**config.mk**
```make
export PLATFORM = sky130hd
export DESIGN_NAME = qdiv_iter
export DESIGN_NICKNAME = d
export VERILOG_FILES = /design/src/rtl/qdiv_iter.sv
export SDC_FILE = /design/constraint.sdc
export NUM_CORES = 1
export LEC_CHECK = 0
export CAP_MARGIN = 20
export CORE_ASPECT_RATIO = 0.7
export CORE_MARGIN = 5
export CORE_UTILIZATION = 62
export DETAILED_ROUTE_END_ITERATION = 12
export PLACE_DENSITY = 0.91
export SLEW_MARGIN = 5
export SYNTH_ARGS = -nofsm -noshare
export SYNTH_HDL_FRONTEND = slang
export SYNTH_SLANG_ARGS = --single-unit
```
**constraint.sdc**
```tcl
create_clock -name clk -period 4.62 [get_ports clk]
set_clock_uncertainty 0.15 [all_clocks]
set_input_delay 0.924 -clock clk [delete_from_list [all_inputs] [get_ports clk]]
set_output_delay 0.924 -clock clk [all_outputs]
set_load 0.01 [all_outputs]
```
**src/rtl/qdiv_iter.sv**
```systemverilog
// Iterative sign-magnitude Q-format divider: restoring division, one quotient bit per cycle.
// Define QDIV_ROUND_EN to compute a guard bit and round the magnitude half up.
module qdiv_iter #(
  parameter int N = 32,
  parameter int Q = 15
) (
  input  logic         clk,
  input  logic         rst_n,
  input  logic         in_valid,
  output logic         in_ready,
  input  logic [N-1:0] dividend,
  input  logic [N-1:0] divisor,
  output logic         out_valid,
  input  logic         out_ready,
  output logic [N-1:0] quotient,
  output logic         ovf,
  output logic         dbz
);

  localparam int RW = N + Q;
`ifdef QDIV_ROUND_EN
  localparam int K = N + Q;
`else
  localparam int K = N - 1 + Q;
`endif
  localparam int CW = $clog2(N + Q + 1);

  typedef enum logic [1:0] {IDLE, RUN, FMT, DONE} state_t;

  state_t        state_q;
  logic [K-1:0]  nq_q, nq_d;
  logic [RW-1:0] rem_q, rem_d, trial;
  logic [N-2:0]  dsr_q;
  logic [CW-1:0] cnt_q;
  logic          sign_q, zdiv_q;
  logic [N-1:0]  quot_q;
  logic          ovf_q, dbz_q, in_ready_q, out_valid_q;
  logic [RW-1:0] mag_raw;
  logic [N-2:0]  mag_fin;
  logic          satur;

  // nq_q shifts the numerator out at the top while quotient bits enter at the bottom.
  always_comb begin
    trial = {rem_q[RW-2:0], nq_q[K-1]};
    rem_d = trial;
    nq_d  = {nq_q[K-2:0], 1'b0};
    if (trial >= RW'(dsr_q)) begin
      rem_d    = trial - RW'(dsr_q);
      nq_d[0]  = 1'b1;
    end
  end

  always_comb begin
`ifdef QDIV_ROUND_EN
    mag_raw = RW'(nq_q[K-1:1]) + RW'(nq_q[0]);
`else
    mag_raw = RW'(nq_q);
`endif
    satur   = |mag_raw[RW-1:N-1];
    mag_fin = (satur || zdiv_q) ? {(N-1){1'b1}} : mag_raw[N-2:0];
  end

  always_ff @(posedge clk or negedge rst_n) begin
    if (!rst_n) begin
      state_q     <= IDLE;
      nq_q        <= '0;
      rem_q       <= '0;
      dsr_q       <= '0;
      cnt_q       <= '0;
      sign_q      <= 1'b0;
      zdiv_q      <= 1'b0;
      quot_q      <= '0;
      ovf_q       <= 1'b0;
      dbz_q       <= 1'b0;
      in_ready_q  <= 1'b1;
      out_valid_q <= 1'b0;
    end else begin
      case (state_q)
        IDLE: begin
          if (in_valid) begin
            sign_q     <= dividend[N-1] ^ divisor[N-1];
            dsr_q      <= divisor[N-2:0];
            zdiv_q     <= (divisor[N-2:0] == '0);
            nq_q       <= K'(dividend[N-2:0]) << (K - (N - 1));
            rem_q      <= '0;
            cnt_q      <= '0;
            in_ready_q <= 1'b0;
            state_q    <= RUN;
          end
        end
        // A zero divisor spends this cycle idle and goes straight to formatting.
        RUN: begin
          if (zdiv_q) begin
            state_q <= FMT;
          end else begin
            rem_q <= rem_d;
            nq_q  <= nq_d;
            if (cnt_q == CW'(K - 1)) begin
              cnt_q   <= '0;
              state_q <= FMT;
            end else begin
              cnt_q <= cnt_q + 1'b1;
            end
          end
        end
        FMT: begin
          quot_q      <= {sign_q & (|mag_fin), mag_fin};
          ovf_q       <= satur & ~zdiv_q;
          dbz_q       <= zdiv_q;
          out_valid_q <= 1'b1;
          state_q     <= DONE;
        end
        DONE: begin
          if (out_ready) begin
            out_valid_q <= 1'b0;
            in_ready_q  <= 1'b1;
            state_q     <= IDLE;
          end
        end
        default: state_q <= IDLE;
      endcase
    end
  end

  assign in_ready  = in_ready_q;
  assign out_valid = out_valid_q;
  assign quotient  = quot_q;
  assign ovf       = ovf_q;
  assign dbz       = dbz_q;

endmodule

```
Word-level counts from Yosys, hierarchy flattened
Cells that the tools add are included.

Register bits: 169. Input port bits: 68. Logic and storage cells: 63.

$add $sub $neg: 2. $lt $le $gt $ge: 1. Eq/ne operators: 8. Mux-type cells: 23. Bitwise operators: 4. Reductions and logical operators: 13.

Operator list (number): $mux W46 (5); $pmux W46 S2 (2); $ge A47 B31 Y1 (1); $sub A46 B31 Y46 (1); $logic_not A31 Y1 (1); $mux W31 (1); $reduce_or A31 Y1 (1); $mux W6 (3); $reduce_or A15 Y1 (1); $pmux W6 S2 (1); $reduce_and A3 Y1 (3); $mux W2 (4); $pmux W2 S4 (1); $add A6 B1 Y6 const B (1); $eq A6 B6 Y1 const B (1); $ne A2 B2 Y1 const B (3); $reduce_bool A2 Y1 (3); $eq A2 B2 Y1 const B (2); $mux W1 (4); $pmux W1 S2 (2); $reduce_and A2 Y1 (2); $ne A3 B3 Y1 const B (1); $and A1 B1 Y1 (2); $eq A2 B1 Y1 const B (1); 4 further kinds (4).

Depth between registers and ports, before layout
Depth in word-level cells: 5. Mapped depth: 13. Depth with buffers taken out: 12.

Worst setup path after synthesis
OpenSTA, ideal clock, no wires.

Path type: reg2reg. From: register rem_q[23]. To: register rem_q[40]. Data arrival time: 2.723 ns. Data required time: 4.339 ns. Slack: 1.616 ns. Stages on the path, launching flop included: 11. Buffers on the path: 1. Period minus slack after synthesis: 3.004 ns. Path through: dfrtp_1 > ha_1 > clkbuf_1 > nand4_1 > nor4_1 > and2_1 > a21bo_2 > a31oi_4 > nand4b_2 > and3_1 > or3_1.

Word-level cells in the longest chain between the ends: 4.

Ends and longest elaborated chain: start, declared (line 32) `logic [RW-1:0] rem_q, rem_d, trial;`; start signal, assigned (line 96) `rem_q <= rem_d;`; $sub A46 B31 Y46 / $ge A47 B31 Y1 (equally long branches) (line 48, 47); $mux W46 * (line 47) `if (trial >= RW'(dsr_q)) begin`; $mux W46 * (line 93) `if (zdiv_q) begin`; $pmux W46 S2 * (line 78) `case (state_q)`.

Every way passes the cells marked *; elsewhere a longest branch is shown, timed or not. The select of a mux whose other input is x is not followed. A chain may end at the register's enable or synchronous reset.

Worst setup path in the final report
From: register nq_q[45]. To: register rem_q[42].

Word-level cells in the longest chain between the ends: 4.

Ends and longest elaborated chain: start, declared (line 31) `logic [K-1:0] nq_q, nq_d;`; start signal, assigned (line 84) `nq_q <= K'(dividend[N-2:0]) << (K - (N - 1));`; start signal, assigned (line 97) `nq_q <= nq_d;`; $sub A46 B31 Y46 / $ge A47 B31 Y1 (equally long branches) (line 48, 47); $mux W46 * (line 47); $mux W46 * (line 93); $pmux W46 S2 * (line 78).

Marks and branches as above.

==> flow_metrics.tcl <==
set metrics [dict create \
    holdCritPathClass "flip-flop to flip-flop" \
    antenna_found_initial 0 \
    wirelength_um 25000 \
    cp_slowest_stage_delay_ns 0.41 \
    critPathArrivalTime_ns 3.61 \
    maxSlewViolCount 0 \
    grt_usage_pct 28.5 \
    cts.sinks 169 \
    maxCapViolCount 0 \
    synth-edff-count 0 \
    crit_slowest_cell "dfrtp_1" \
    grt_pass1_wl_um 41300 \
    synth_mux_area_share_pct 7.62 \
    ctsResizeCount 0 \
    drcViolationCount 0 \
    p_leak_nw 4.98 \
    cp_cell_sequence "inv_1 > ha_1 > inv_1 > fa_1 > a21oi_1 > o21ai_0 > o211ai_1 > a31oi_1 > o31ai_1 > o21ai_1 > o311a_1 > a221o_1" \
    outcome "finished clean" \
    n_antenna_cell 0 \
    cts_root_buf "clkbuf_16" \
    core_area_um2 15300 \
    synth_seq_area_share_pct 44.1 \
    fp.dieH_um 114 \
    io_buffers 103 \
    syn2layout_area_growth_pct 17.6 \
    rows 38 \
    yosysWarningCount 0 \
    layout-drive-gt1-share_pct 8.78 \
    synth-adder-area-share_pct 5.17 \
    numCtsBuffers 17 \
    crit_path_max_fanout 6 \
    syn_nets 1175 \
    fin_crit_ns 3.44 \
    nFillCells 1074 \
    grt_setup_unrepaired "false" \
    htreeDepth 4 \
    clk_pin_slew_ns 0.07 \
    max-slew-margin-rel_pct 46.0 \
    drtIter0Drc 838 \
    die_width_um 159 \
    grt_overflow 0 \
    synth_xor_area_share_pct 3.65 \
    grt_max_degree 88 \
    ys.flop_type "dfrtp_1" \
    num_vias 8389 \
    syn_area_per_cell_um2 8.98 \
    ys_types 69 \
    hold_buffers 0 \
    setup_viol 0 \
    ioPinCount 104 \
    critical_path_buf_inv_count 2 \
    timing_hold_violations_final 0 \
    cts_tree "built" \
    synthSimpleGateAreaFrac_pct 17.8 \
    gp_congestion 0.942 \
    die_area_um2 18100 \
    power_density_nw_per_um2 783 \
    crit_family "compound AO/OA/AOI/OAI gates" \
    cts_buffer_depth 2 \
    finalCritPeriodShare_pct 74.6 \
    routedWlPerCell_um 18.5 \
    max_freq_mhz 290 \
    path_common_cell "inv_1" \
    ir_drop_uv 532 \
    fin_nets 1245 \
    synth_area_um2 9590 \
    start_util_pct 62.6 \
    synth_compound_area_share_pct 16.7 \
    synth_top_cell_by_area "dfrtp_1" \
    tns_ns 0 \
    synth_top_family_by_area "simple AND/OR/NAND/NOR gates" \
    worst_setup_path_end_kind "flip-flop" \
    final_antenna_net_count 0 \
    grt_pass1_vias 8174 \
    crit_type "flip-flop to flip-flop" \
    dp_hpwl_um 17200 \
    start_kind "flip-flop" \
    clkLatencyLatePin_ns 0.44 \
    critPathRequiredTime_ns 4.78 \
    via_per_inst 6.21 \
    worstMarginPinSlew_ns 0.810 \
    ys_ff_latch 169 \
    post_cts_buffers 0 \
    synth.top_cell.area_share_pct 43.9 \
    syn_inst 1068 \
    async_flop_share_pct 100 \
    first_pass_iters 7 \
    placed_area_um2 10700 \
    design_area_um2 11300 \
    synth.area.top_cells "dfrtp_1, nand2_1, ha_1" \
]
==> final cells by class <==
type                       count  area (um^2)  share of cell area, %
timing repair buffer         113         1130                   10.0
tap                          200          250                   2.22
clock buffer                  17          425                   3.77
multi-input combinational    789         4890                   43.4
clock inverter                14          164                   1.45
sequential                   169         4230                   37.5
inverter                      48          180                   1.60
==> report_power, final <==
group	total (W)	leakage (nW)	internal [W]	switching, W
clock	0.00145	0.273	0.000807	0.000641
sequential	0.00243	2.02	0.00199	0.000441
combinational	0.00495	2.69	0.00193	0.00302
==> path summary, 6_finish.rpt <==
check                      slack (ns)   endpoint  startpoint  cells past startpoint
max                              1.18  rem_q[42]    nq_q[45]                     12
min                              0.36   dsr_q[9]    dsr_q[9]                      1
max reg2reg                      1.18  rem_q[42]    nq_q[45]                     12
min reg2reg                      0.36   dsr_q[9]    dsr_q[9]                      1
max in group asynchronous        3.01  dsr_q[28]       rst_n                      2
min in group asynchronous        0.37  dsr_q[13]       rst_n                      1
==> layout by cell type, fill, tap and decap left out, types with 4 or more instances in the layout <==
cell type / n
nor4_1: 20
nand2b_1: 5
a22o_1: 12
clkdlybuf4s50_1: 102
mux2_2: 32
clkinvlp_4: 5
inv_6: 4
o21ai_2: 10
o211ai_1: 4
nand3_1: 28
a21oi_1: 86
nor2_1: 107
nand2_1: 155
or3_1: 9
a31oi_1: 4
xnor2_1: 20
buf_4: 8
or4_1: 5
o21ai_0: 88
nand4_1: 13
dfrtp_1: 168
nor3_1: 8
mux2i_1: 37
a32oi_1: 8
o31ai_1: 9
ha_1: 36
clkbuf_16: 17
o21ai_1: 16
inv_1: 48
xor2_1: 20
==> cells in the mapped netlist, types with 5 or more instances <==
master / count
dfrtp_1: 168
nand2_1: 155
nor2_1: 108
o21ai_0: 88
a21oi_1: 86
clkbuf_1: 48
inv_1: 48
ha_1: 38
mux2i_1: 37
mux2_2: 32
nand3_1: 28
nor4_1: 20
xnor2_1: 20
xor2_1: 20
o21ai_1: 16
nand4_1: 13
a22o_1: 12
o21ai_2: 10
o31ai_1: 9
or3_1: 9
a32oi_1: 8
nor3_1: 8
buf_1: 5
nand2b_1: 5
or4_1: 5
==> stage by stage <==
| stage | util (%) | cells | power (W) | hold WS, ns | worst slack (ns) |
|---|---|---|---|---|---|
| finish | 73.7 | 1350 | 0.00882 | 0.360 | 1.18 |
| global route | 73.7 | 1350 | 0.00945 | 0.371 | 0.857 |
| CTS | 73.7 | 1350 | 0.00872 | 0.358 | 1.22 |
| detailed placement | 69.8 | 1319 | 0.00720 | 0.343 | 1.24 |
| global placement | 69.7 | 1318 | 0.00696 | 0.320 | 1.39 |
| floorplan | - | 1068 | 0.00603 | 0.301 | 1.62 |
==> sequential cells by signal, indices dropped and copies added, names as in the netlist, 2 cells and up <==
signal    flops
state_q       2
rem_q        46
quotient     32
dsr_q        31
cnt_q         6
nq_q         46
==> worst reg2reg max path: stages (launching register included) <==
cell and delay [ns]:
dfrtp_1 0.41, inv_1 0.07, ha_1 0.15, inv_1 0.05, fa_1 0.40, a21oi_1 0.21, o21ai_0 0.15, o211ai_1 0.37
a31oi_1 0.18, o31ai_1 0.36, o21ai_1 0.23, o311a_1 0.34, a221o_1 0.27
==> metal layers <==
layer  GRT usage (%)  wire length, um
met5               0                0
met4            8.81              407
met3            5.31             1940
met2            42.8            11200
met1            42.5            11400
==> kinds of logic (layout without fill, tap and decap cells) <==
logic type,Yosys count,after routing
muxes,69,69
AOI/OAI and AO/OA,267,267
adders and majority gates,39,39
xor gates and xnor gates,40,40
and+or+nand+nor,374,374
DFF,169,169
buffers and inverters,110,192
(Power assumes the default switching activity.)
